--- src/rtl/fetch_queue_unit.sv ---
// Fetch unit: owns the PC, keeps one memory fetch in flight, predecodes control flow and queues words.
// Build option FETCH_BHT_EN adds a 2-bit BHT for B-type direction; otherwise static BTFNT is used.
module fetch_queue_unit #(
    parameter int unsigned       ADDR_W   = 32,
    parameter int unsigned       INST_W   = 32,
    parameter int unsigned       IQ_AW    = 4,
    parameter int unsigned       BHT_AW   = 8,
    parameter logic [ADDR_W-1:0] RESET_PC = '0
) (
    input  logic              clk_in,
    input  logic              rst_in,
    input  logic              rdy_in,
    output logic              mem_req,
    output logic [ADDR_W-1:0] mem_addr,
    input  logic              mem_done,
    input  logic [INST_W-1:0] mem_inst,
    output logic              iq_valid,
    output logic [INST_W-1:0] iq_inst,
    output logic [ADDR_W-1:0] iq_pc,
    output logic              iq_pred_taken,
    output logic [ADDR_W-1:0] iq_pred_pc,
    input  logic              iq_pop,
    input  logic              flush,
    input  logic [ADDR_W-1:0] flush_pc,
    input  logic              upd_valid,
    input  logic [ADDR_W-1:0] upd_pc,
    input  logic              upd_taken
);

    localparam int unsigned    IqDepth  = 1 << IQ_AW;
    localparam logic [IQ_AW:0] IqFull   = (IQ_AW + 1)'(IqDepth);
    localparam logic [6:0]     OpJal    = 7'b1101111;
    localparam logic [6:0]     OpJalr   = 7'b1100111;
    localparam logic [6:0]     OpBranch = 7'b1100011;

    typedef enum logic [1:0] {StIdle, StWait, StHalt, StDrop} state_e;

    state_e            state_q, state_d;
    logic [ADDR_W-1:0] pc_q, pc_d;
    logic [IQ_AW-1:0]  head_q, head_d;
    logic [IQ_AW-1:0]  tail_q, tail_d;
    logic [IQ_AW:0]    count_q, count_d;
    logic              mem_req_q, mem_req_d;
    logic [ADDR_W-1:0] mem_addr_q, mem_addr_d;
    logic              push, pop;
    logic              iq_full, iq_empty;

    logic [INST_W-1:0] iq_inst_mem  [IqDepth];
    logic [ADDR_W-1:0] iq_pc_mem    [IqDepth];
    logic              iq_taken_mem [IqDepth];
    logic [ADDR_W-1:0] iq_npc_mem   [IqDepth];

    // Predecode of the word arriving on mem_inst, relative to the current PC.
    logic [6:0]        opcode;
    logic [20:0]       imm_j;
    logic [12:0]       imm_b;
    logic [ADDR_W-1:0] pc_plus4, pc_jal, pc_br;
    logic              br_pred;
    logic              pd_taken;
    logic [ADDR_W-1:0] pd_next;

    always_comb begin
        opcode   = mem_inst[6:0];
        imm_j    = {mem_inst[31], mem_inst[19:12], mem_inst[20], mem_inst[30:21], 1'b0};
        imm_b    = {mem_inst[31], mem_inst[7], mem_inst[30:25], mem_inst[11:8], 1'b0};
        pc_plus4 = pc_q + ADDR_W'(4);
        pc_jal   = pc_q + ADDR_W'($signed(imm_j));
        pc_br    = pc_q + ADDR_W'($signed(imm_b));
        pd_taken = 1'b0;
        pd_next  = pc_plus4;
        case (opcode)
            OpJal: begin
                pd_taken = 1'b1;
                pd_next  = pc_jal;
            end
            OpBranch: begin
                pd_taken = br_pred;
                pd_next  = br_pred ? pc_br : pc_plus4;
            end
            // Target unknown until execute; the ROB flushes to the real target.
            OpJalr:  pd_taken = 1'b1;
            default: ;
        endcase
    end

`ifdef FETCH_BHT_EN
    logic [1:0]        bht_q [1 << BHT_AW];
    logic [BHT_AW-1:0] bht_rd_idx, bht_wr_idx;
    logic              unused_upd;

    assign bht_rd_idx = pc_q[BHT_AW+1:2];
    assign bht_wr_idx = upd_pc[BHT_AW+1:2];
    assign br_pred    = bht_q[bht_rd_idx][1];
    assign unused_upd = ^{upd_pc[ADDR_W-1:BHT_AW+2], upd_pc[1:0]};

    always_ff @(posedge clk_in) begin
        if (rst_in) begin
            bht_q <= '{default: 2'b01};
        end else if (rdy_in && upd_valid) begin
            if (upd_taken && bht_q[bht_wr_idx] != 2'b11) begin
                bht_q[bht_wr_idx] <= bht_q[bht_wr_idx] + 2'b01;
            end else if (!upd_taken && bht_q[bht_wr_idx] != 2'b00) begin
                bht_q[bht_wr_idx] <= bht_q[bht_wr_idx] - 2'b01;
            end
        end
    end
`else
    logic unused_upd;

    // Backward taken, forward not taken: the immediate sign bit is the prediction.
    assign br_pred    = mem_inst[31];
    assign unused_upd = ^{upd_valid, upd_pc, upd_taken, 32'(BHT_AW)};
`endif

    assign iq_full  = (count_q == IqFull);
    assign iq_empty = (count_q == '0);

    always_comb begin
        state_d    = state_q;
        pc_d       = pc_q;
        head_d     = head_q;
        tail_d     = tail_q;
        count_d    = count_q;
        mem_req_d  = mem_req_q;
        mem_addr_d = mem_addr_q;
        pop        = iq_pop && !iq_empty;
        push       = 1'b0;

        case (state_q)
            StIdle: begin
                // IDLE never has a word in flight, so a free slot reserves room for it.
                if (!iq_full) begin
                    mem_req_d  = 1'b1;
                    mem_addr_d = pc_q;
                    state_d    = StWait;
                end
            end
            StWait: begin
                if (mem_done) begin
                    push      = !iq_full || pop;
                    pc_d      = pd_next;
                    mem_req_d = 1'b0;
                    state_d   = (opcode == OpJalr) ? StHalt : StIdle;
                end
            end
            StHalt: ;
            StDrop: begin
                if (mem_done) begin
                    state_d = StIdle;
                end
            end
            default: state_d = StIdle;
        endcase

        if (push) begin
            tail_d = tail_q + 1'b1;
        end
        if (pop) begin
            head_d = head_q + 1'b1;
        end
        if (push && !pop) begin
            count_d = count_q + 1'b1;
        end else if (!push && pop) begin
            count_d = count_q - 1'b1;
        end

        if (flush) begin
            push      = 1'b0;
            head_d    = '0;
            tail_d    = '0;
            count_d   = '0;
            pc_d      = flush_pc;
            mem_req_d = 1'b0;
            // A word still owed by memory must be swallowed before fetching again.
            if (state_q == StDrop || (state_q == StWait && !mem_done)) begin
                state_d = StDrop;
            end else begin
                state_d = StIdle;
            end
        end
    end

    always_ff @(posedge clk_in) begin
        if (rst_in) begin
            state_q    <= StIdle;
            pc_q       <= RESET_PC;
            head_q     <= '0;
            tail_q     <= '0;
            count_q    <= '0;
            mem_req_q  <= 1'b0;
            mem_addr_q <= '0;
        end else if (rdy_in) begin
            state_q    <= state_d;
            pc_q       <= pc_d;
            head_q     <= head_d;
            tail_q     <= tail_d;
            count_q    <= count_d;
            mem_req_q  <= mem_req_d;
            mem_addr_q <= mem_addr_d;
        end
    end

    always_ff @(posedge clk_in) begin
        if (!rst_in && rdy_in && push) begin
            iq_inst_mem[tail_q]  <= mem_inst;
            iq_pc_mem[tail_q]    <= pc_q;
            iq_taken_mem[tail_q] <= pd_taken;
            iq_npc_mem[tail_q]   <= pd_next;
        end
    end

    assign mem_req       = mem_req_q;
    assign mem_addr      = mem_addr_q;
    assign iq_valid      = !iq_empty;
    assign iq_inst       = iq_valid ? iq_inst_mem[head_q] : '0;
    assign iq_pc         = iq_valid ? iq_pc_mem[head_q] : '0;
    assign iq_pred_taken = iq_valid ? iq_taken_mem[head_q] : 1'b0;
    assign iq_pred_pc    = iq_valid ? iq_npc_mem[head_q] : '0;

endmodule

--- config.mk ---
export PLATFORM = sky130hd
export DESIGN_NAME = fetch_queue_unit
export DESIGN_NICKNAME = d
export VERILOG_FILES = /design/src/rtl/fetch_queue_unit.sv
export SDC_FILE = /design/constraint.sdc
export NUM_CORES = 2
export LEC_CHECK = 0
export CORE_UTILIZATION = 60
export CTS_CLUSTER_DIAMETER = 150
export DETAILED_ROUTE_END_ITERATION = 7
export PLACE_DENSITY = 0.82
export SLEW_MARGIN = 25
export SYNTH_ARGS = -nofsm -noshare
export SYNTH_HDL_FRONTEND = slang
export SYNTH_SLANG_ARGS = --single-unit
--- constraint.sdc ---
create_clock -name clk_in -period 20 [get_ports clk_in]
set_input_delay 6 -clock clk_in [delete_from_list [all_inputs] [get_ports clk_in]]
set_output_delay 6 -clock clk_in [all_outputs]
set_load 0.01 [all_outputs]
==> results by group <==
Outcome
  – Status: finished clean

Floorplan
  – Starting Density: 60.4%
  – Chip width: 333 um
  – Core area: 109000 sq um
  – Die Ht: 333 um
  – Num rows: 121
  – Die footprint: 111000 sq um
  – I/O pin count: 235

Worst setup path
  – CP Class: register to output pin
  – CP Data Arrival Time: 5.94 ns
  – Worst path slowest cell: buf_4
  – Buffers & Inverters on Critical Path: 4
  – Crit path required time: 14.00 ns
  – CP top delay family: buffers and inverters
  – Critical path startpoint category: register
  – CP peak stage delay: 0.91 ns
  – Cell mode on critical path: buf_4
  – Setup crit end kind: output pin
  – Max FO, Critical Path: 66
  – Worst path cell trace: buf_4 > buf_4 > buf_4 > mux4_2 > mux4_2 > and2_1 > clkdlybuf4s50_1

Route
  – DR WL/cell: 33.8 um
  – Via/cell ratio: 6.97
  – Routed via count: 35500
  – Drt initial violations: 5488
  – DRC viols: 0
  – Total Routed Length: 172 mm
  – Total iterations of the first detailed-routing run: 6
  – Routed Antenna Nets: 0

GRT
  – Largest net degree at the start of global routing: 158
  – Met3 GRT Util: 5.94%
  – Met2 usage: 50.9%
  – Grt peak-use layer: met2
  – Vias in the first global route: 36300
  – Global-route wire length before repair: 250 mm
  – Grt total ovfl: 0
  – Initial antenna violation count: 6
  – Met1 usage: 44.1%
  – Total GRT Usage: 31.6%

Clock network
  – CTS Buf Count: 154
  – CTS sink count: 1620
  – Setup bufs post-CTS: 0
  – Max Buffers Root-to-Sink: 3
  – CTS tree: built
  – Post-cts hold buffer count: 0
  – Post-CTS Resized: 0
  – Clk Latency, worst-skew pair: 0.77 ns
  – H-tree depth: 4
  – Clk pin slew, worst setup/hold paths: 0.06 ns
  – Clk root buf: clkbuf_16

Synth
  – Synth Flop Type: edfxtp_1
  – Yosys top cell area share: 70.2%
  – Flops & latches, synth: 1620
  – Cells after Synth: 3309
  – Asr flop ratio synth: 0%
  – Synthesized area: 65700 sq um
  – Synth cell count leaders: edfxtp_1 (1536), mux4_2 (480), nand2_1 (172)
  – Number of synthesized flops with an enable pin: 1536
  – Distinct cells, synth: 86
  – Area contributors post-synth: edfxtp_1 (70%), mux4_2 (16%), dfxtp_1 (2.6%)
  – Synth warn: 0
  – Seq/Total Area, Yosys: 72.8%
  – Area leader, netlist: edfxtp_1
  – Synth Net Count: 3468
  – Most common cell in the netlist: edfxtp_1
  – Avg Inst Size Synth: 19.9 sq um

Placement
  – Placed insts: 4807
  – Placement Cell Area: 69400 sq um
  – Port buffer count: 200
  – Final Wtd Congestion: 0.938
  – Detail Placement HPWL: 87.8 mm
  – Worst setup slack after placement: 8.74 ns

Cells and area
  – FF+latch area: 47800 sq um
  – Final nets: 3710
  – Finished layout cell area: 74300 sq um
  – Layout area overhead: 13.1%
  – Non-Filler Instances: 5095
  – Filler cells: 6457
  – Area of the multi-input gates: 17100 sq um
  – Share of layout cells above drive strength 1: 22.1%

Flow run
  – Maxcap violations: 0

Power
  – Clock power share: 40.6%
  – Internal power: 0.00549 W
  – Net Sw Frac: 22.0%
  – IR drop worst, VDD: 60.1 uV
  – Switching pwr: 0.00155 W
  – Combinational power share: 6.1%
  – Seq pwr share: 53.3%
  – Leak Pwr: 23.2 nW
  – Power per Cell Area: 94.8 nW/um^2

STA
  – Worst Skew: 0.0214 ns
  – Final setup viols: 0
  – Worst setup margin: 8.06 ns
  – Final hold viol count: 0
  – Final period util: 59.7%
  – Max Freq: 83.8 MHz
  – Slew @ Worst Pin: 1.13 ns
  – Crit path time final: 11.94 ns
  – Rel. slew slack: 24.5%
  – Post-Route Setup TNS: 0 ns
  – Final hold slack: 0.459 ns
  – Slew Viols, Final: 0
  – RSZ-0062 raised after global routing: false

Min path
  – Hold Crit Class: register to register
==> layer usage <==
layer	routed length, um	vias up
li1	-	14100
met1	62000	18400
met2	84700	2642
met3	19700	359
met4	5770	4
met5	17	-
==> power groups by stage <==
stage          Combinational [W]  Clock [W]  Sequential, W
4_1_cts                 0.000428    0.00287        0.00375
2_1_floorplan           0.000240          0        0.00382
3_3_place_gp            0.000413          0        0.00382
6_report                0.000431    0.00286        0.00376
5_1_grt                 0.000457    0.00299        0.00375
3_5_place_dp            0.000422          0        0.00383
==> sequential cells by signal, indices dropped and copies added, names as in the netlist, named ones only <==
name          flops
iq_taken_mem     16
count_q           5
iq_npc_mem      512
mem_req           1
iq_pc_mem       496
iq_inst_mem     512
tail_q            4
mem_addr         32
pc_q             32
state_q           2
head_q            4
==> final cells by class <==
| cell class | count | area share, % |
|---|---|---|
| sequential | 1620 | 64.4 |
| inverter | 39 | 0.197 |
| clock inverter | 83 | 1.00 |
| antenna | 2 | 0.00673 |
| clock buffer | 201 | 5.55 |
| timing repair buffer | 271 | 3.50 |
| tap | 1414 | 2.38 |
| multi-input combinational | 1465 | 23.0 |
==> final timing paths <==
check        slack [ns]                 to  cells after the start        start
max reg2reg       15.04  iq_npc_mem[4][30]                     10      pc_q[5]
max                8.06          iq_pc[15]                      7     register
min                0.46        mem_addr[6]                      2  mem_addr[6]
min reg2reg        0.46        mem_addr[6]                      2  mem_addr[6]
==> cell families (layout without fill, tap and decap cells) <==
logic type,count (synthesis),count (layout),share of synthesized area [%]
simple gates,523,523,4.00
mux,486,486,16.5
flops,1620,1620,72.8
fa+ha+maj,55,55,1.08
other cells,0,2,0
compound gates,342,342,3.45
buf+inv,224,594,1.37
xor+xnor,59,59,0.787
==> cells in the final DEF, fill, tap and decap left out, drive strengths merged, types with 30 or more instances in the layout <==
| cell | n |
|---|---|
| nor2 | 76 |
| clkinv | 60 |
| edfxtp | 1536 |
| xnor2 | 30 |
| clkdlybuf4s50 | 197 |
| ha | 52 |
| clkbuf | 201 |
| and2 | 112 |
| buf | 74 |
| nand2 | 172 |
| o21ai | 56 |
| inv | 47 |
| mux4 | 480 |
| a21oi | 119 |
| dfxtp | 84 |
| nand3 | 37 |
==> worst min-delay path: cells and delay by family, from the launching register on <==
family	cells	cell delay, ns
compound gates	1	0.05
flops	1	0.31
simple gates	1	0.05
==> metrics by stage <==
step                      util (%)  power (W)
after floorplan                  -    0.00406
after global placement        63.8    0.00424
after detailed placement      63.8    0.00425
after CTS                     68.3    0.00705
after global routing          68.4    0.00720
final                         68.4    0.00704
Power figures use the tool's default switching activity.
